==> src/rtl/dsp_simd2x_int9xuint8_cascade_add_stim_ref.sv <==
// Stimulus generator and golden model for the SIMD 2x INT9xUINT8 cascade-add DUV.
// Issues LFSR or corner-case vectors and delays expected sums to line up with the DUV result.
module dsp_simd2x_int9xuint8_cascade_add_stim_ref #(
    parameter int unsigned DUV_LATENCY  = 4,
    parameter int unsigned TEST_VECTORS = 1024,
    parameter logic [31:0] LFSR_SEED    = 32'hACE1_2022
) (
    input  logic                   clk,
    input  logic                   aresetn,
    input  logic                   start,
    input  logic                   mode,
    output logic [0:1][7:0]        a_duv,
    output logic [0:1][7:0]        b_duv,
    output logic signed [0:1][8:0] coeff_duv,
    output logic                   in_valid,
    output logic signed [17:0]     ca_mul_ref,
    output logic signed [17:0]     cb_mul_ref,
    output logic [0:1][7:0]        a_ref,
    output logic [0:1][7:0]        b_ref,
    output logic signed [0:1][8:0] coeff_ref,
    output logic                   scoreboard_en,
    output logic                   scoreboard_reset,
    output logic                   busy,
    output logic                   done
);

    localparam logic [31:0] LFSR_TAPS = 32'h8020_0003;

    typedef enum logic [2:0] {
        S_IDLE,
        S_CLEAR,
        S_RUN,
        S_DRAIN,
        S_DONE
    } state_t;

    typedef struct packed {
        logic [0:1][7:0] a;
        logic [0:1][7:0] b;
        logic [0:1][8:0] c;
        logic [17:0]     ca;
        logic [17:0]     cb;
    } vec_t;

    state_t      state_q, state_d;
    logic [31:0] cnt_q, cnt_d;
    logic        mode_q, mode_d;
    logic [31:0] op_q, op_d;
    logic [31:0] cf_q, cf_d;

    logic [DUV_LATENCY-1:0] pv_q, pv_d;
    vec_t                   pd_q [DUV_LATENCY];
    vec_t                   pd_d [DUV_LATENCY];

    vec_t               cur;
    logic signed [17:0] ea0, ea1, eb0, eb1, ec0, ec1;

    function automatic logic [31:0] lfsr_next(input logic [31:0] s);
        return (s >> 1) ^ (s[0] ? LFSR_TAPS : '0);
    endfunction

    always_comb begin
        state_d = state_q;
        cnt_d   = cnt_q;
        mode_d  = mode_q;
        op_d    = op_q;
        cf_d    = cf_q;
        case (state_q)
            S_IDLE: begin
                if (start) state_d = S_CLEAR;
            end
            S_CLEAR: begin
                mode_d  = mode;
                op_d    = LFSR_SEED;
                cf_d    = ~LFSR_SEED;
                cnt_d   = '0;
                state_d = S_RUN;
            end
            S_RUN: begin
                op_d = lfsr_next(op_q);
                cf_d = lfsr_next(cf_q);
                if (cnt_q == TEST_VECTORS - 1) begin
                    cnt_d   = '0;
                    state_d = S_DRAIN;
                end else begin
                    cnt_d = cnt_q + 32'd1;
                end
            end
            S_DRAIN: begin
                if (cnt_q == DUV_LATENCY - 1) begin
                    cnt_d   = '0;
                    state_d = S_DONE;
                end else begin
                    cnt_d = cnt_q + 32'd1;
                end
            end
            S_DONE:  state_d = S_IDLE;
            default: state_d = S_IDLE;
        endcase
    end

    // Vector source and golden cascade sum; operands zero-extend, coeffs sign-extend to 18 bits.
    always_comb begin
        cur = '0;
        if (mode_q) begin
            case (cnt_q[1:0])
                2'd0: begin
                    cur.a = {8'd255, 8'd255};
                    cur.b = {8'd255, 8'd255};
                    cur.c = {9'h100, 9'h100};
                end
                2'd1: begin
                    cur.a = {8'd255, 8'd255};
                    cur.b = {8'd0, 8'd0};
                    cur.c = {9'd255, 9'd255};
                end
                2'd2: begin
                    cur.a = {8'd0, 8'd0};
                    cur.b = {8'd255, 8'd255};
                    cur.c = {9'h100, 9'd255};
                end
                default: begin
                    cur.a = {8'd1, 8'd128};
                    cur.b = {8'd128, 8'd1};
                    cur.c = {9'h1FF, 9'd2};
                end
            endcase
        end else begin
            cur.a = {op_q[7:0], op_q[15:8]};
            cur.b = {op_q[23:16], op_q[31:24]};
            cur.c = {cf_q[8:0], cf_q[24:16]};
        end
        ea0    = {10'b0, cur.a[0]};
        ea1    = {10'b0, cur.a[1]};
        eb0    = {10'b0, cur.b[0]};
        eb1    = {10'b0, cur.b[1]};
        ec0    = {{9{cur.c[0][8]}}, cur.c[0]};
        ec1    = {{9{cur.c[1][8]}}, cur.c[1]};
        cur.ca = ea0 * ec0 + ea1 * ec1;
        cur.cb = eb0 * ec0 + eb1 * ec1;
    end

    assign in_valid = (state_q == S_RUN);

    // Stage data only moves with a valid token, so the ref outputs hold between bursts.
    always_comb begin
        pv_d    = pv_q;
        pd_d    = pd_q;
        pv_d[0] = in_valid;
        pd_d[0] = in_valid ? cur : pd_q[0];
        for (int unsigned i = 1; i < DUV_LATENCY; i++) begin
            pv_d[i] = pv_q[i-1];
            pd_d[i] = pv_q[i-1] ? pd_q[i-1] : pd_q[i];
        end
    end

    always_ff @(posedge clk) begin
        if (!aresetn) begin
            state_q <= S_IDLE;
            cnt_q   <= '0;
            mode_q  <= 1'b0;
            op_q    <= LFSR_SEED;
            cf_q    <= ~LFSR_SEED;
            pv_q    <= '0;
            for (int unsigned i = 0; i < DUV_LATENCY; i++) pd_q[i] <= '0;
        end else begin
            state_q <= state_d;
            cnt_q   <= cnt_d;
            mode_q  <= mode_d;
            op_q    <= op_d;
            cf_q    <= cf_d;
            pv_q    <= pv_d;
            for (int unsigned i = 0; i < DUV_LATENCY; i++) pd_q[i] <= pd_d[i];
        end
    end

    assign a_duv            = in_valid ? cur.a : '0;
    assign b_duv            = in_valid ? cur.b : '0;
    assign coeff_duv        = in_valid ? cur.c : '0;
    assign ca_mul_ref       = pd_q[DUV_LATENCY-1].ca;
    assign cb_mul_ref       = pd_q[DUV_LATENCY-1].cb;
    assign a_ref            = pd_q[DUV_LATENCY-1].a;
    assign b_ref            = pd_q[DUV_LATENCY-1].b;
    assign coeff_ref        = pd_q[DUV_LATENCY-1].c;
    assign scoreboard_en    = pv_q[DUV_LATENCY-1];
    assign scoreboard_reset = (state_q == S_CLEAR);
    assign busy             = (state_q == S_CLEAR) || (state_q == S_RUN) || (state_q == S_DRAIN);
    assign done             = (state_q == S_DONE);

endmodule

==> config.mk <==
export PLATFORM = sky130hd
export DESIGN_NAME = dsp_simd2x_int9xuint8_cascade_add_stim_ref
export DESIGN_NICKNAME = d
export VERILOG_FILES = /design/src/rtl/dsp_simd2x_int9xuint8_cascade_add_stim_ref.sv
export SDC_FILE = /design/constraint.sdc
export NUM_CORES = 2
export LEC_CHECK = 0
export CORE_MARGIN = 2
export CORE_UTILIZATION = 40
export CTS_CLUSTER_SIZE = 14
export DETAILED_ROUTE_END_ITERATION = 16
export DONT_BUFFER_PORTS = 1
export GPL_ROUTABILITY_DRIVEN = 0
export SETUP_SLACK_MARGIN = 0.02
export SLEW_MARGIN = 20
export SYNTH_ARGS = -nofsm -noshare
export SYNTH_HDL_FRONTEND = slang
export SYNTH_SLANG_ARGS = --single-unit
==> constraint.sdc <==
create_clock -name clk -period 9 [get_ports clk]
set_clock_uncertainty 0.2 [all_clocks]
set_input_delay 1.8 -clock clk [delete_from_list [all_inputs] [get_ports clk]]
set_output_delay 1.8 -clock clk [all_outputs]
set_load 0.05 [all_outputs]
# After elaboration in Yosys (flattened, before gate mapping)
# Index checks and enable logic that the tools add are counted.
# totals
regBits,448
inputBits,4
output_inout_bits,141
wordCells,81
# classes
add_sub_neg,3
multipliers,4
eq_ne,11
n_mux,16
bitwise,2
reduce_logical,7
# ops
cell,count
50-bit one-hot mux with 3 select lines,1
32-bit two-way mux,4
32-bit one-hot mux with 2 select lines,2
32-bit one-hot mux with 3 select lines,1
9-bit by 9-bit multiplier with 18-bit output,4
31-bit by 32-bit bitwise XOR with 32-bit output,2
50-bit two-way mux,1
18-bit adder,2
32-bit by 1-bit adder with 32-bit output (second input constant),1
32-bit by 10-bit equality test with 1-bit output (second input constant),1
32-bit by 2-bit equality test with 1-bit output (second input constant),1
16-bit two-way mux,2
18-bit two-way mux,1
3-bit one-hot mux with 4 select lines,1
3-bit two-way mux,3
3-bit by 2-bit equality test with 1-bit output (second input constant),2
2-bit != test (second input constant),2
3-bit by 1-bit equality test with 1-bit output (second input constant),1
3-bit equality test (second input constant),1
3-bit zero test,1
3-bit AND reduction,1
3-bit nonzero test,1
2-bit by 1-bit equality test with 1-bit output (second input constant),1
2-bit equality test (second input constant),1
other kinds (4),5

# Depth between registers and ports, before layout
# depth
depth_word,5
depth_mapped,29
mapped_depth_nobuf,26

# Worst setup path before layout
# Ideal clock, no wire load.
# synth_timing
path_type,flip-flop to flip-flop
from,reg cnt_q[1]
to,"reg, netlist name pd_q[293]"
setup_time_ns,0.122
arrival_time_ns,6.629
required_time_ns,8.678
slack_ns,2.049
path_stages_with_launch,27
path_cell_list,dfxtp_1 inv_1 ha_1 nor2_1 o21ai_1 buf_2 buf_2 o21a_1 nand2_1 fa_1 inv_1 fa_1 inv_1 fa_1 fa_1 inv_1 fa_1 fa_1 inv_1 fa_1 inv_1 ha_1 a2111o_1 o21a_1 o21ai_0 a21oi_1 o311a_1
# synth_between
elab_chain_len,5
word_cells_on_any_way,8
# synth_rtl
element,line,text
from (decl),46,"logic [31:0] cnt_q, cnt_d;"
from (signal assigned),168,cnt_q <= cnt_d;
2-bit equality test (tied with other cells),106,case (cnt_q[1:0])
50-bit one-hot mux with 3 select lines *,106,
50-bit two-way mux *,105,if (mode_q) begin
9-bit by 9-bit multiplier with 18-bit output,139,cur.ca = ea0 * ec0 + ea1 * ec1;
18-bit adder *,139,
# Every way passes the cells marked *; elsewhere a longest branch is shown, timed or not.
# A chain may end at the register's enable or synchronous reset.

# Worst setup path in the final report
# layout_timing
from,reg mode_q
to,"reg, netlist name pd_q[273]"
# layout_between
elab_chain_len,3
word_cells_on_any_way,4
# layout_rtl
element,line,text
from (decl),47,"logic mode_q, mode_d;"
from (signal assigned),169,mode_q <= mode_d;
50-bit two-way mux *,105,
9-bit by 9-bit multiplier with 18-bit output,140,cur.cb = eb0 * ec0 + eb1 * ec1;
18-bit adder *,140,
# Marked as above.

==> results.json <==
{
  "viasPerCell": 5.128,
  "cpMostUsedCell": "fa_1",
  "rsz0062_at_grt": "false",
  "antenna_cells": 0,
  "antenna_left": 0,
  "hold_slack_ns": 0.2650,
  "critical_path_arrival_ns": 8.42,
  "ys.flop_type": "dfxtp_1",
  "ys_seq_area_share_pct": 31.97,
  "rrSetupSlack_ns": 0.87,
  "cts_setup_buffers": 0,
  "setup.worst_path.start": "mode_q",
  "cp_num_buf_inv": 4,
  "path_cells": "inv_1, or3_1, o21ai_1, or2_2, fa_1, fa_1, inv_1, fa_1, fa_1, fa_1, fa_1, inv_1, fa_1, inv_1, ha_1, a2111o_1, o21ai_0, a21oi_1, o21ai_0, o311ai_0",
  "status": "complete, no violations",
  "clock.fmax_mhz": 123.0,
  "drt-met1-wl_mm": 30.96,
  "syn-num-nets": 3386,
  "synth-edff-count": 0,
  "pre_cts_slack_ns": 0.9806,
  "setup_slack_ns": 0.8667,
  "start_util_pct": 40.20,
  "cts_max_level": 2,
  "min_period_over_period_pct": 90.37,
  "cts_resized": 0,
  "ys_warn_count": 0,
  "synth_cells": 2967,
  "worst_setup_path_end_kind": "flip-flop",
  "fin_crit_ns": 8.133,
  "syn2layout_area_growth_pct": 7.805,
  "maxCapViolCount": 0,
  "hold_buffers": 0,
  "die_w_microns": 268.8,
  "wl_per_cell_microns": 18.69,
  "first_global_vias": 19800,
  "synth-seq-cells": 448,
  "async_flop_share_pct": 0,
  "wirelength_mm": 71.57,
  "ctsLongestPathBuffers": 3,
  "whs_path_depth": 2,
  "slowest_delay_ns": 0.84,
  "synth_cell_types": 69,
  "final_net_count": 3272,
  "track_usage_pct": 19.62,
  "crit_slowest_cell": "dfxtp_2",
  "finalSetupViolCount": 0,
  "placed_area_sq_mm": 0.02848,
  "drc": 0,
  "hold_viol": 0,
  "reg2regPathDepth": 20,
  "postLayoutCellArea_sq_mm": 0.03024,
  "synth.avg_cell_area_sq_um": 9.455,
  "dp_hpwl_mm": 53.84,
  "coreArea_sq_mm": 0.06979,
  "worstSetupPathType": "flip-flop to flip-flop",
  "die_h_microns": 268.8,
  "dieArea_sq_mm": 0.07227,
  "wl_met2_mm": 33.14,
  "timing.rr.end": "pd_q[273]",
  "firstDrtPassIters": 7,
  "grt_pass1_wl_mm": 110.9,
  "port_buffers": 0,
  "hold_end": "pd_q[260]",
  "cts_sinks": 448,
  "critPathTopFamily": "adder cells",
  "top_layer_used": "met4",
  "slew_headroom_pct": 17.93,
  "cts-root-buf": "clkbuf_16",
  "cp.required_ns": 9.28,
  "fill_cells": 6703,
  "gr-total-overflow": 0,
  "critical_path_depth": 20,
  "worst_pin_slew_ns": 1.218,
  "clkTransAtPathRegs_ns": 0.08,
  "cp_max_fo": 45,
  "startpoint_type": "flip-flop",
  "drt_iter0_drc": 1343,
  "grt_start_max_net_pins": 386,
  "grt_antenna_before_repair": 2,
  "cts_tree": "yes",
  "final_layout_size_suffix_gt1_share_pct": 5.779,
  "timing.rr.start": "mode_q",
  "fin_tns_setup_ns": 0,
  "clkLatencyLatePin_ns": 0.64,
  "hp-class": "flip-flop to flip-flop",
  "cts_buffers": 51,
  "met3WireLength_mm": 4.681,
  "syn_area_sq_mm": 0.02805,
  "maxSlewViolCount": 0,
  "min-delay-start": "pd_q[260]",
  "std_cell_rows": 97,
  "dr_total_vias": 19640,
  "ios": 145
}
-- metrics by stage --
stage               std cells  utilization, %
global placement         3739           40.79
detailed placement       3739           40.81
finish                   3830           43.34
global route             3830           43.34
floorplan                2967               -
CTS                      3829           43.31
-- cells in the final DEF, fill, tap and decap left out, types with 24 or more instances in the layout --
cell         n
dfxtp_1    444
nor2b_1    310
inv_1      300
nor2_1     267
mux2i_1    259
fa_1       224
nand2_1    216
ha_1       191
a21oi_1     93
o21ai_0     61
buf_4       58
clkbuf_16   51
nand3_1     34
xnor2_1     33
o21a_1      24
-- registers in the layout (all words and copies together) (netlist names) --
| signal | cells |
|---|---|
| a_ref | 16 |
| b_ref | 16 |
| ca_mul_ref | 18 |
| cb_mul_ref | 18 |
| cf_q | 32 |
| cnt_q | 32 |
| coeff_ref | 18 |
| mode_q | 1 |
| op_q | 32 |
| pd_q | 258 |
| pv_q | 4 |
| state_q | 3 |
-- routing by layer --
layer	vias to the layer above	global-route usage (%)
met5	-	0
met4	0	7.718
met3	150	3.689
met2	640	32.61
met1	9530	25.19
li1	9321	-
-- worst reg2reg max path, stage by stage, from the launching register on --
cell and delay [ns]:
dfxtp_2 0.84, inv_1 0.58, or3_1 0.63, o21ai_1 0.44, or2_2 0.24, fa_1 0.44, fa_1 0.50, inv_1 0.07
fa_1 0.48, fa_1 0.56, fa_1 0.43, fa_1 0.50, inv_1 0.06, fa_1 0.50, inv_1 0.04, ha_1 0.22
a2111o_1 0.37, o21ai_0 0.32, a21oi_1 0.21, o21ai_0 0.20, o311ai_0 0.16
-- worst max path at each step --
stage / endpoint
after floorplan: pd_q[293]
after global placement: pd_q[275]
after detailed placement: pd_q[273]
after CTS: pd_q[273]
after global routing: pd_q[273]
final: pd_q[273]
-- cell type report --
cell class	instances	area [sq um]	share of cell area, %
multi-input combinational	1990	16750	55.40
sequential	448	8981	29.70
clock buffer	72	1455	4.811
tap	940	1176	3.889
inverter	303	1137	3.761
timing repair buffer	59	450.4	1.489
clock inverter	18	289.0	0.9557
-- cell families (layout without fill, tap and decap cells) --
group	Yosys count	in the layout	synth area share (%)
muxes	260	260	9.281
adders and majority gates	415	415	24.50
buffers and inverters	529	452	8.420
DFF	448	448	31.97
and+or+nand+nor	929	929	16.43
AOI/OAI and AO/OA	332	332	7.658
xor gates and xnor gates	54	54	1.735
-- synth_stat cells (3+ instances only) --
cell type  instances  area share (%)
o211a_1            7            0.25
or3_1              4           0.089
mux2i_1          259             9.2
o211ai_1           7            0.19
a21o_1             9            0.24
clkbuf_1          97             1.3
nor4_1             7            0.16
ha_1             191             8.5
a31oi_1            4           0.089
nand4_1           13            0.29
and3_1             7            0.16
nor2_1           270             3.6
o21a_1            24            0.64
inv_1            301             4.0
a21oi_1           93             1.7
a22o_1            20            0.62
nand2_1          217             2.9
a211o_1            3           0.094
a211oi_1           8            0.21
or4_1              4            0.11
o21ai_1           21            0.37
a22oi_1            7            0.19
o22a_1            16            0.50
xor2_1            20            0.62
o21ai_0           63             1.1
xnor2_1           33             1.0
and4_1             5            0.16
o22ai_1           13            0.29
and2_1            15            0.33
o31ai_1            3           0.080
buf_2             25            0.45
nor3b_1            4            0.11
or2_2              6            0.13
o21bai_1           6            0.16
a21boi_0          12            0.32
nand2b_1           6            0.13
nor3_1            12            0.21
fa_1             224              16
dfxtp_1          448              32
nor2b_1          310             6.9
nand3_1           35            0.62
buf_6              3            0.12
buf_4             86             2.3
buf_1             15            0.20
Power is left out: the tool's default activity adds up to more than one toggle a clock period on the data nets, which glitch-free logic cannot reach.
